`src/rtl/clint_multi.sv`:
```
// rtl/clint_multi.sv - multi-hart core-local interruptor with prescaled shared mtime
// Ports:
//   clk, resetb               clock, asynchronous active-low reset
//   timer_en                  global mtime count enable
//   wready/waddr/wdata/wstrb  write request, byte enables honoured (wvalid tied 1)
//   rready/raddr              read request (rvalid tied 1)
//   rresp/rdata               registered read response, one cycle after rready
//   timer_irq, sw_irq         per-hart timer / software interrupts
//   ex_irq                    self-test external interrupt (MSIP[0] bit 16)
module clint_multi #(
  parameter logic [31:0] BASE       = 32'h0200_0000,
  parameter int          NHART      = 1,
  parameter int          PRESCALE_W = 8
) (
  input  logic             clk,
  input  logic             resetb,
  input  logic             timer_en,
  input  logic             wready,
  output logic             wvalid,
  input  logic [31:0]      waddr,
  input  logic [31:0]      wdata,
  input  logic [3:0]       wstrb,
  input  logic             rready,
  output logic             rvalid,
  input  logic [31:0]      raddr,
  output logic             rresp,
  output logic [31:0]      rdata,
  output logic [NHART-1:0] timer_irq,
  output logic [NHART-1:0] sw_irq,
  output logic             ex_irq
);

  // Word indices (byte offset >> 2) within the 64 KiB window
  localparam logic [13:0] IDX_CMP      = 14'h1000;
  localparam logic [13:0] IDX_PRESCALE = 14'h2FFC;
  localparam logic [13:0] IDX_MTIME_LO = 14'h2FFE;
  localparam logic [13:0] IDX_MTIME_HI = 14'h2FFF;

  logic [PRESCALE_W-1:0] prescale;
  logic [PRESCALE_W-1:0] pcnt;
  logic [63:0]           mtime;
  logic [63:0]           mtimecmp [NHART];
  logic [31:0]           snap_hi;
  logic [31:0]           rmux;

  assign wvalid = 1'b1;
  assign rvalid = 1'b1;

  // Word-granular decode; anything below BASE wraps to a large offset and misses
  logic [29:0] wofs, rofs;
  logic        w_in, r_in;
  logic [13:0] widx, ridx;
  assign wofs = waddr[31:2] - BASE[31:2];
  assign rofs = raddr[31:2] - BASE[31:2];
  assign w_in = wready && (wofs[29:14] == '0);
  assign r_in = (rofs[29:14] == '0);
  assign widx = wofs[13:0];
  assign ridx = rofs[13:0];

  logic unused_addr_bits;
  assign unused_addr_bits = ^{waddr[1:0], raddr[1:0]};

  logic w_pre, w_mlo, w_mhi, r_mlo, tick;
  assign w_pre = w_in && (widx == IDX_PRESCALE);
  assign w_mlo = w_in && (widx == IDX_MTIME_LO);
  assign w_mhi = w_in && (widx == IDX_MTIME_HI);
  assign r_mlo = rready && r_in && (ridx == IDX_MTIME_LO);
  assign tick  = timer_en && (pcnt == prescale);

  function automatic logic [31:0] merge(input logic [31:0] old_v, input logic [31:0] new_v,
                                        input logic [3:0] strb);
    logic [31:0] res;
    for (int i = 0; i < 4; i++)
      res[8*i +: 8] = strb[i] ? new_v[8*i +: 8] : old_v[8*i +: 8];
    return res;
  endfunction

  always_comb begin
    rmux = '0;
    if (r_in) begin
      for (int h = 0; h < NHART; h++) begin
        if (ridx == 14'(h)) begin
          rmux = 32'(sw_irq[h]);
          if (h == 0) rmux[16] = ex_irq;
        end
        if (ridx == IDX_CMP + 14'(2*h))         rmux = mtimecmp[h][31:0];
        if (ridx == IDX_CMP + 14'(2*h) + 14'd1) rmux = mtimecmp[h][63:32];
      end
      if (ridx == IDX_PRESCALE) rmux = 32'(prescale);
      if (ridx == IDX_MTIME_LO) rmux = mtime[31:0];
      // High half always comes from the snapshot taken by the last low read
      if (ridx == IDX_MTIME_HI) rmux = snap_hi;
    end
  end

  always_ff @(posedge clk or negedge resetb) begin
    if (!resetb) begin
      prescale  <= '0;
      pcnt      <= '0;
      mtime     <= '0;
      snap_hi   <= '0;
      sw_irq    <= '0;
      ex_irq    <= 1'b0;
      timer_irq <= '0;
      rresp     <= 1'b0;
      rdata     <= '0;
      for (int h = 0; h < NHART; h++) mtimecmp[h] <= '1;
    end else begin
      if (w_pre) begin
        prescale <= PRESCALE_W'(merge(32'(prescale), wdata, wstrb));
        pcnt     <= '0;
      end else if (timer_en) begin
        pcnt <= tick ? '0 : pcnt + 1'b1;
      end

      // A software write to either half suppresses that cycle's increment
      if (w_mlo)      mtime[31:0]  <= merge(mtime[31:0], wdata, wstrb);
      else if (w_mhi) mtime[63:32] <= merge(mtime[63:32], wdata, wstrb);
      else if (tick)  mtime        <= mtime + 64'd1;

      if (w_in && (widx == 14'd0) && wstrb[2]) ex_irq <= wdata[16];

      for (int h = 0; h < NHART; h++) begin
        if (w_in && (widx == 14'(h)) && wstrb[0]) sw_irq[h] <= wdata[0];
        if (w_in && (widx == IDX_CMP + 14'(2*h)))
          mtimecmp[h][31:0] <= merge(mtimecmp[h][31:0], wdata, wstrb);
        if (w_in && (widx == IDX_CMP + 14'(2*h) + 14'd1))
          mtimecmp[h][63:32] <= merge(mtimecmp[h][63:32], wdata, wstrb);
        timer_irq[h] <= (mtime >= mtimecmp[h]);
      end

      rresp <= rready;
      if (rready) rdata <= rmux;
      if (r_mlo)  snap_hi <= mtime[63:32];
    end
  end

endmodule

```
`config.mk`:
```
export PLATFORM = sky130hd
export DESIGN_NAME = clint_multi
export DESIGN_NICKNAME = d
export VERILOG_FILES = /design/src/rtl/clint_multi.sv
export SDC_FILE = /design/constraint.sdc
export NUM_CORES = 1
export LEC_CHECK = 0
export CORE_ASPECT_RATIO = 1.5
export CORE_MARGIN = 2
export CORE_UTILIZATION = 45
export DETAILED_ROUTE_END_ITERATION = 8
export GPL_ROUTABILITY_DRIVEN = 0
export HOLD_SLACK_MARGIN = 0.1
export MAX_ROUTING_LAYER = met4
export PLACE_DENSITY = 0.75
export SETUP_SLACK_MARGIN = 0.02
export SLEW_MARGIN = 15
export SYNTH_ARGS = -nofsm -noshare
export SYNTH_HDL_FRONTEND = slang
export SYNTH_SLANG_ARGS = --single-unit
```
`constraint.sdc`:
```
create_clock -name clk -period 3 [get_ports clk]
set_input_delay 0.9 -clock clk [delete_from_list [all_inputs] [get_ports clk]]
set_output_delay 0.9 -clock clk [all_outputs]
set_load 0.005 [all_outputs]
```
## Word level (Yosys, flattened, before mapping)

Cells that the tools add are included.

- $add $sub $neg: 4
- Multipliers: 0
- Divide/modulo/power cells: 0
- $lt $le $gt $ge: 1
- Equality and inequality tests: 20
- Shifts and indexed selects: 0
- Muxes and demuxes: 18
- Bitwise logic cells: 1
- Reductions and logical operators: 36

Operators with widths:

| cell | number |
|---|---|
| 32-bit two-way mux | 9 |
| 14-bit == test, second input constant | 6 |
| 64-bit by 1-bit adder with 64-bit output, second input constant | 1 |
| 64-bit >= comparator | 1 |
| 64-bit two-way mux | 1 |
| 30-bit by 24-bit subtractor with 30-bit output, second input constant | 2 |
| 14-bit by 13-bit == test with 1-bit output, second input constant | 4 |
| 8-bit two-way mux | 7 |
| 16-bit zero test | 2 |
| 14-bit zero test | 2 |
| 3-bit AND reduction | 8 |
| 2-bit != test, second input constant | 9 |
| 2-bit AND reduction | 9 |
| 17-bit two-way mux | 1 |
| 1-bit logical AND | 12 |
| 8-bit by 1-bit adder with 8-bit output, second input constant | 1 |
| 8-bit == test | 1 |
| 2-bit nonzero test | 3 |
| 1-bit inverter | 1 |

- Flip-flop bits (word level): 212
- Latch bits: 0
- RAM bits: 0
- Bits in read-only memories: 0
- Input port bits: 105
- Output and inout bits: 38
- Word-level logic and storage cells: 104
- Memories kept: 0

## Logic depth before layout (Yosys ltp)

- Word-level depth: 9
- Gate-level depth with buffers: 11
- Gate-level depth less buffers: 9

## Least setup slack after synthesis

No wires, ideal clock.

- Path kind: input to register
- Start: input port waddr[25]
- End: register prescale[0]
- Library setup time: 125 ps
- Arrival: 2,936 ps
- Data required time: 2,875 ps
- Path slack: -61 ps
- Cell stages on the path: 10
- Buffers on the path: 1
- Cell sequence: inv_1 -> ha_1 -> nor4b_1 -> nand3_1 -> or2_2 -> nor3_2 -> and2_1 -> clkbuf_1 -> nand2_2 -> mux2_2

- Cells in the longest elaborated chain, start to end: 5

RTL lines:

| what | line | text |
|---|---|---|
| start, declared | 20 | `input logic [31:0] waddr,` |
| 30-bit by 24-bit subtractor with 30-bit output | 53 | `assign wofs = waddr[31:2] - BASE[31:2];` |
| 16-bit zero test | 55 | `assign w_in = wready && (wofs[29:14] == '0);` |
| 1-bit logical AND | 55 |  |
| 1-bit logical AND | 64 | `assign w_pre = w_in && (widx == IDX_PRESCALE);` |
| 2-bit AND reduction (no line) | - |  |
| end signal, assigned | 110 | `prescale <= PRESCALE_W'(merge(32'(prescale), wdata, wstrb));` |
| end, declared | 39 | `logic [PRESCALE_W-1:0] prescale;` |

No other way between the ends.
A chain may end at the register's enable or synchronous reset.

## Worst setup path after layout

- Start: input port waddr[25]
- End: register mtime[24]

- Cells in the longest elaborated chain, start to end: 6
- Elaborated cells between the ends (all ways): 10
- Those cells by class: 1 x add/sub; 2 x eq/ne; 1 x mux; 6 x reduce/logical

RTL lines:

| what | line | text |
|---|---|---|
| 30-bit by 24-bit subtractor with 30-bit output * | 53 |  |
| 16-bit zero test * | 55 |  |
| 1-bit logical AND * | 55 |  |
| 1-bit logical AND, on equally long branches | 65, 66 |  |
| 2-bit != test (no line) or 2-bit nonzero test (tied branches) | - |  |
| 3-bit AND reduction (no line) | - |  |
| end signal, assigned | 117 | `if (w_mlo) mtime[31:0] <= merge(mtime[31:0], wdata, wstrb);` |
| end signal, assigned | 119 | `else if (tick) mtime <= mtime + 64'd1;` |
| end, declared | 41 | `logic [63:0] mtime;` |

Mark *: on every way between the ends. The rest lies on a longest branch, timed or not.

==> impl_metrics.env <==
export IMPL_synth_avg_cell_area_um2=9.77
export IMPL_fin_crit_sh=0.955
export IMPL_async_flop_share=1.00
export IMPL_worst_pin_slew_ns=0.676
export IMPL_die_w_um=141
export IMPL_p_total_w=0.00689
export IMPL_p_leak_nw=7.18
export IMPL_core_area_um2=27900
export IMPL_cp_data_arrival_time_ns=3.30
export IMPL_cts_buffers_inserted=22
export IMPL_htree_levels=1
export IMPL_start_util=0.455
export IMPL_worstSetupStartpoint="waddr[25]"
export IMPL_yosys_area_share_adder=0.0671
export IMPL_drive_above_1_share=0.243
export IMPL_first_pass_iters=7
export IMPL_routedWlPerCell_um=21.5
export IMPL_worst_endpoint_required_ns=3.44
export IMPL_place_area_um2=15200
export IMPL_grt_pass1_vias=11800
export IMPL_cap_violations=0
export IMPL_setup_viol=0
export IMPL_crit_type="input pin to flop"
export IMPL_yosysUniqueCellTypes=70
export IMPL_synthFlopType="dfrtp_1"
export IMPL_clockRootBuffer="clkbuf_16"
export IMPL_dp_hpwl_um=29500
export IMPL_reg2regPathDepth=8
export IMPL_num_vias=11700
export IMPL_synth_seq_cells=212
export IMPL_ios=143
export IMPL_nets=1696
export IMPL_start_kind="input pin"
export IMPL_synthXorXnorAreaFrac=0.00968
export IMPL_antenna_found_initial=0
export IMPL_ys_warn_count=0
export IMPL_rsz0062_at_grt="no"
export IMPL_via_per_inst=6.21
export IMPL_timing_rr_end="mtime[49]"
export IMPL_final_area_um2=16300
export IMPL_r2r_start="mtime[2]"
export IMPL_finalHoldViolCount=0
export IMPL_slowest_delay_ns=0.59
export IMPL_drtAntennaViolNets=0
export IMPL_cts_sinks=212
export IMPL_max_slew_margin=0.549
export IMPL_endpoint="mtime[24]"
export IMPL_drt_wl_total_um=40500
export IMPL_synthMuxAreaShare=0.123
export IMPL_clock_fmax_ghz=0.349
export IMPL_drcViolationCount=0
export IMPL_antenna_cells=0
export IMPL_grt_overflow_total=0
export IMPL_fin_crit_ns=2.87
export IMPL_portBuffers=136
export IMPL_slowest_stage="nor4_1"
export IMPL_outcome="complete, no violations"
export IMPL_dp_cells=1834
export IMPL_netlist_instances=1297
export IMPL_cellPowerDensity_nw_per_um2=424
export IMPL_synth_edff_count=0
export IMPL_end_kind="flop"
export IMPL_rows=75
export IMPL_cp_max_fo=8
export IMPL_grt_pass1_wl_um=63300
export IMPL_r2r_setup_slack_ns=0.27
export IMPL_grt_usage=0.278
export IMPL_yosys_area_share_simple=0.158
export IMPL_ir_drop_mv=0.346
export IMPL_clk_latency_ns=0.53
export IMPL_clkSlewWorstSetupHoldPaths_ns=0.06
export IMPL_die_height_um=210
export IMPL_cts_tree="yes"
export IMPL_synth_compound_area_frac=0.170
export IMPL_min_path_type="input pin to async pin"
export IMPL_worstPathCellList="clkdlybuf4s50_1, inv_1, ha_1, nor4b_4, nand3_2, buf_6, nor3_4, buf_12, nor4_1, buf_4, nor3_1, a211oi_1"
export IMPL_report_final_slew_viol_count=0
export IMPL_ys_seq_area_frac=0.425
export IMPL_synth_top_family_by_area="compound AO/OA/AOI/OAI gates"
export IMPL_clock_skew_ns=0.0191
export IMPL_syn_cell_area_um2=12700
export IMPL_final_cell_count_no_fill=1884
export IMPL_grt_max_degree=76
export IMPL_drtIter0Drc=980
export IMPL_dieArea_um2=29500
export IMPL_area_growth_pct=28.3
export IMPL_cts_buffer_depth=3
-- cell usage after synthesis, types with 35 or more instances --
master    count  area share
dfstp_2      64        0.13
clkbuf_1     37       0.011
nand2_1      94       0.028
mux2_2      106       0.094
ha_1         68       0.067
mux2i_1      35       0.028
dfrtp_1     148        0.29
nor2_1       73       0.022
inv_1        82       0.024
nand4_1      37       0.018
nand3_1      47       0.019
a21oi_1     109       0.043
o21ai_0      59       0.023
-- through the flow --
| stage | setup WS, ns | setup TNS, ns | util | hold slack (ns) |
|---|---|---|---|---|
| final | 0.134 | 0 | 0.583 | 0.393 |
| after global routing | 0.0210 | 0 | 0.583 | 0.448 |
| after CTS | 0.0183 | 0 | 0.573 | 0.423 |
| after detailed placement | -0.607 | -63.11 | 0.546 | 0.472 |
| after global placement | -0.564 | -59.72 | 0.546 | 0.464 |
| after floorplan | 0.0837 | 0 | - | 0.475 |
-- cell families after synthesis --
group | Yosys count
and+or+nand+nor | 382
AOI/OAI and AO/OA | 335
DFF | 212
buffers and inverters | 143
muxes | 142
adders and majority gates | 68
xor gates and xnor gates | 14
other | 1
-- worst min path at each step --
stage | slack (ns) | from | to
final | 0.39 | resetb | rdata[10]
after global routing | 0.45 | resetb | rdata[10]
after CTS | 0.42 | resetb | rdata[10]
after detailed placement | 0.47 | rdata[12] | rdata[12]
after global placement | 0.46 | rdata[3] | rdata[3]
after floorplan | 0.48 | snap_hi[3] | snap_hi[3]
-- flip-flops by register name, indices dropped and copies added (netlist names) --
name / count
mtime: 64
mtimecmp: 64
rdata: 32
snap_hi: 32
pcnt: 8
prescale: 8
ex_irq: 1
rresp: 1
sw_irq: 1
timer_irq: 1
-- worst max-delay path: cells and delay by family --
family / cells / cell delay [ns]
buffers and inverters: 5 / 1.01
and+or+nand+nor: 5 / 0.89
adders and majority gates: 1 / 0.27
AOI/OAI and AO/OA: 1 / 0.21
-- repair_timing --
item,in CTS,in global routing
gates cloned,0,4
gates resized for setup,5,43
setup endpoints to repair,22,72
buffers inserted,0,7
hold buffers,0,0
pin swaps,0,13
-- cell usage in the layout (no fill, tap or decap), drive strengths merged, types with 23 or more instances in the layout --
cell type | Yosys | final
inv | 82 | 82
a21oi | 113 | 114
nand4 | 37 | 37
buf | 23 | 124
mux2i | 35 | 35
nand3 | 47 | 47
mux2 | 107 | 107
a221oi | 26 | 26
nor3 | 29 | 29
nand2 | 95 | 95
nor2 | 73 | 73
and3 | 23 | 23
dfrtp | 148 | 148
ha | 68 | 68
o2bb2ai | 33 | 33
clkbuf | 38 | 36
o21ai | 66 | 66
dfstp | 64 | 64
clkdlybuf4s50 | 0 | 126
-- per-layer routing --
layer | part of all wire | routed length [um] | GRT usage | vias up
met4 | 0.066 | 2670 | 0.168 | 0
met3 | 0.059 | 2400 | 0.0301 | 176
li1 | - | - | - | 5265
met5 | 0 | 0 | - | -
met2 | 0.50 | 20400 | 0.477 | 560
met1 | 0.37 | 15000 | 0.312 | 5702
-- power breakdown --
| part | switching [W] | internal [W] | leakage, nW |
|---|---|---|---|
| Sequential | 0.000125 | 0.00293 | 2.69 |
| Clock | 0.00117 | 0.00169 | 0.369 |
| Combinational | 0.000514 | 0.000455 | 4.12 |
-- final cells by class --
type	instances	area (um2)
well taps	346	433
clock buffers	33	663
multi-input cells	944	6840
repair buffers	261	2550
clock inverters	6	80.1
inverters	82	308
fillers	2343	11600
flip-flops and latches	212	5390
No activity file was read; power rests on OpenSTA's default activity.
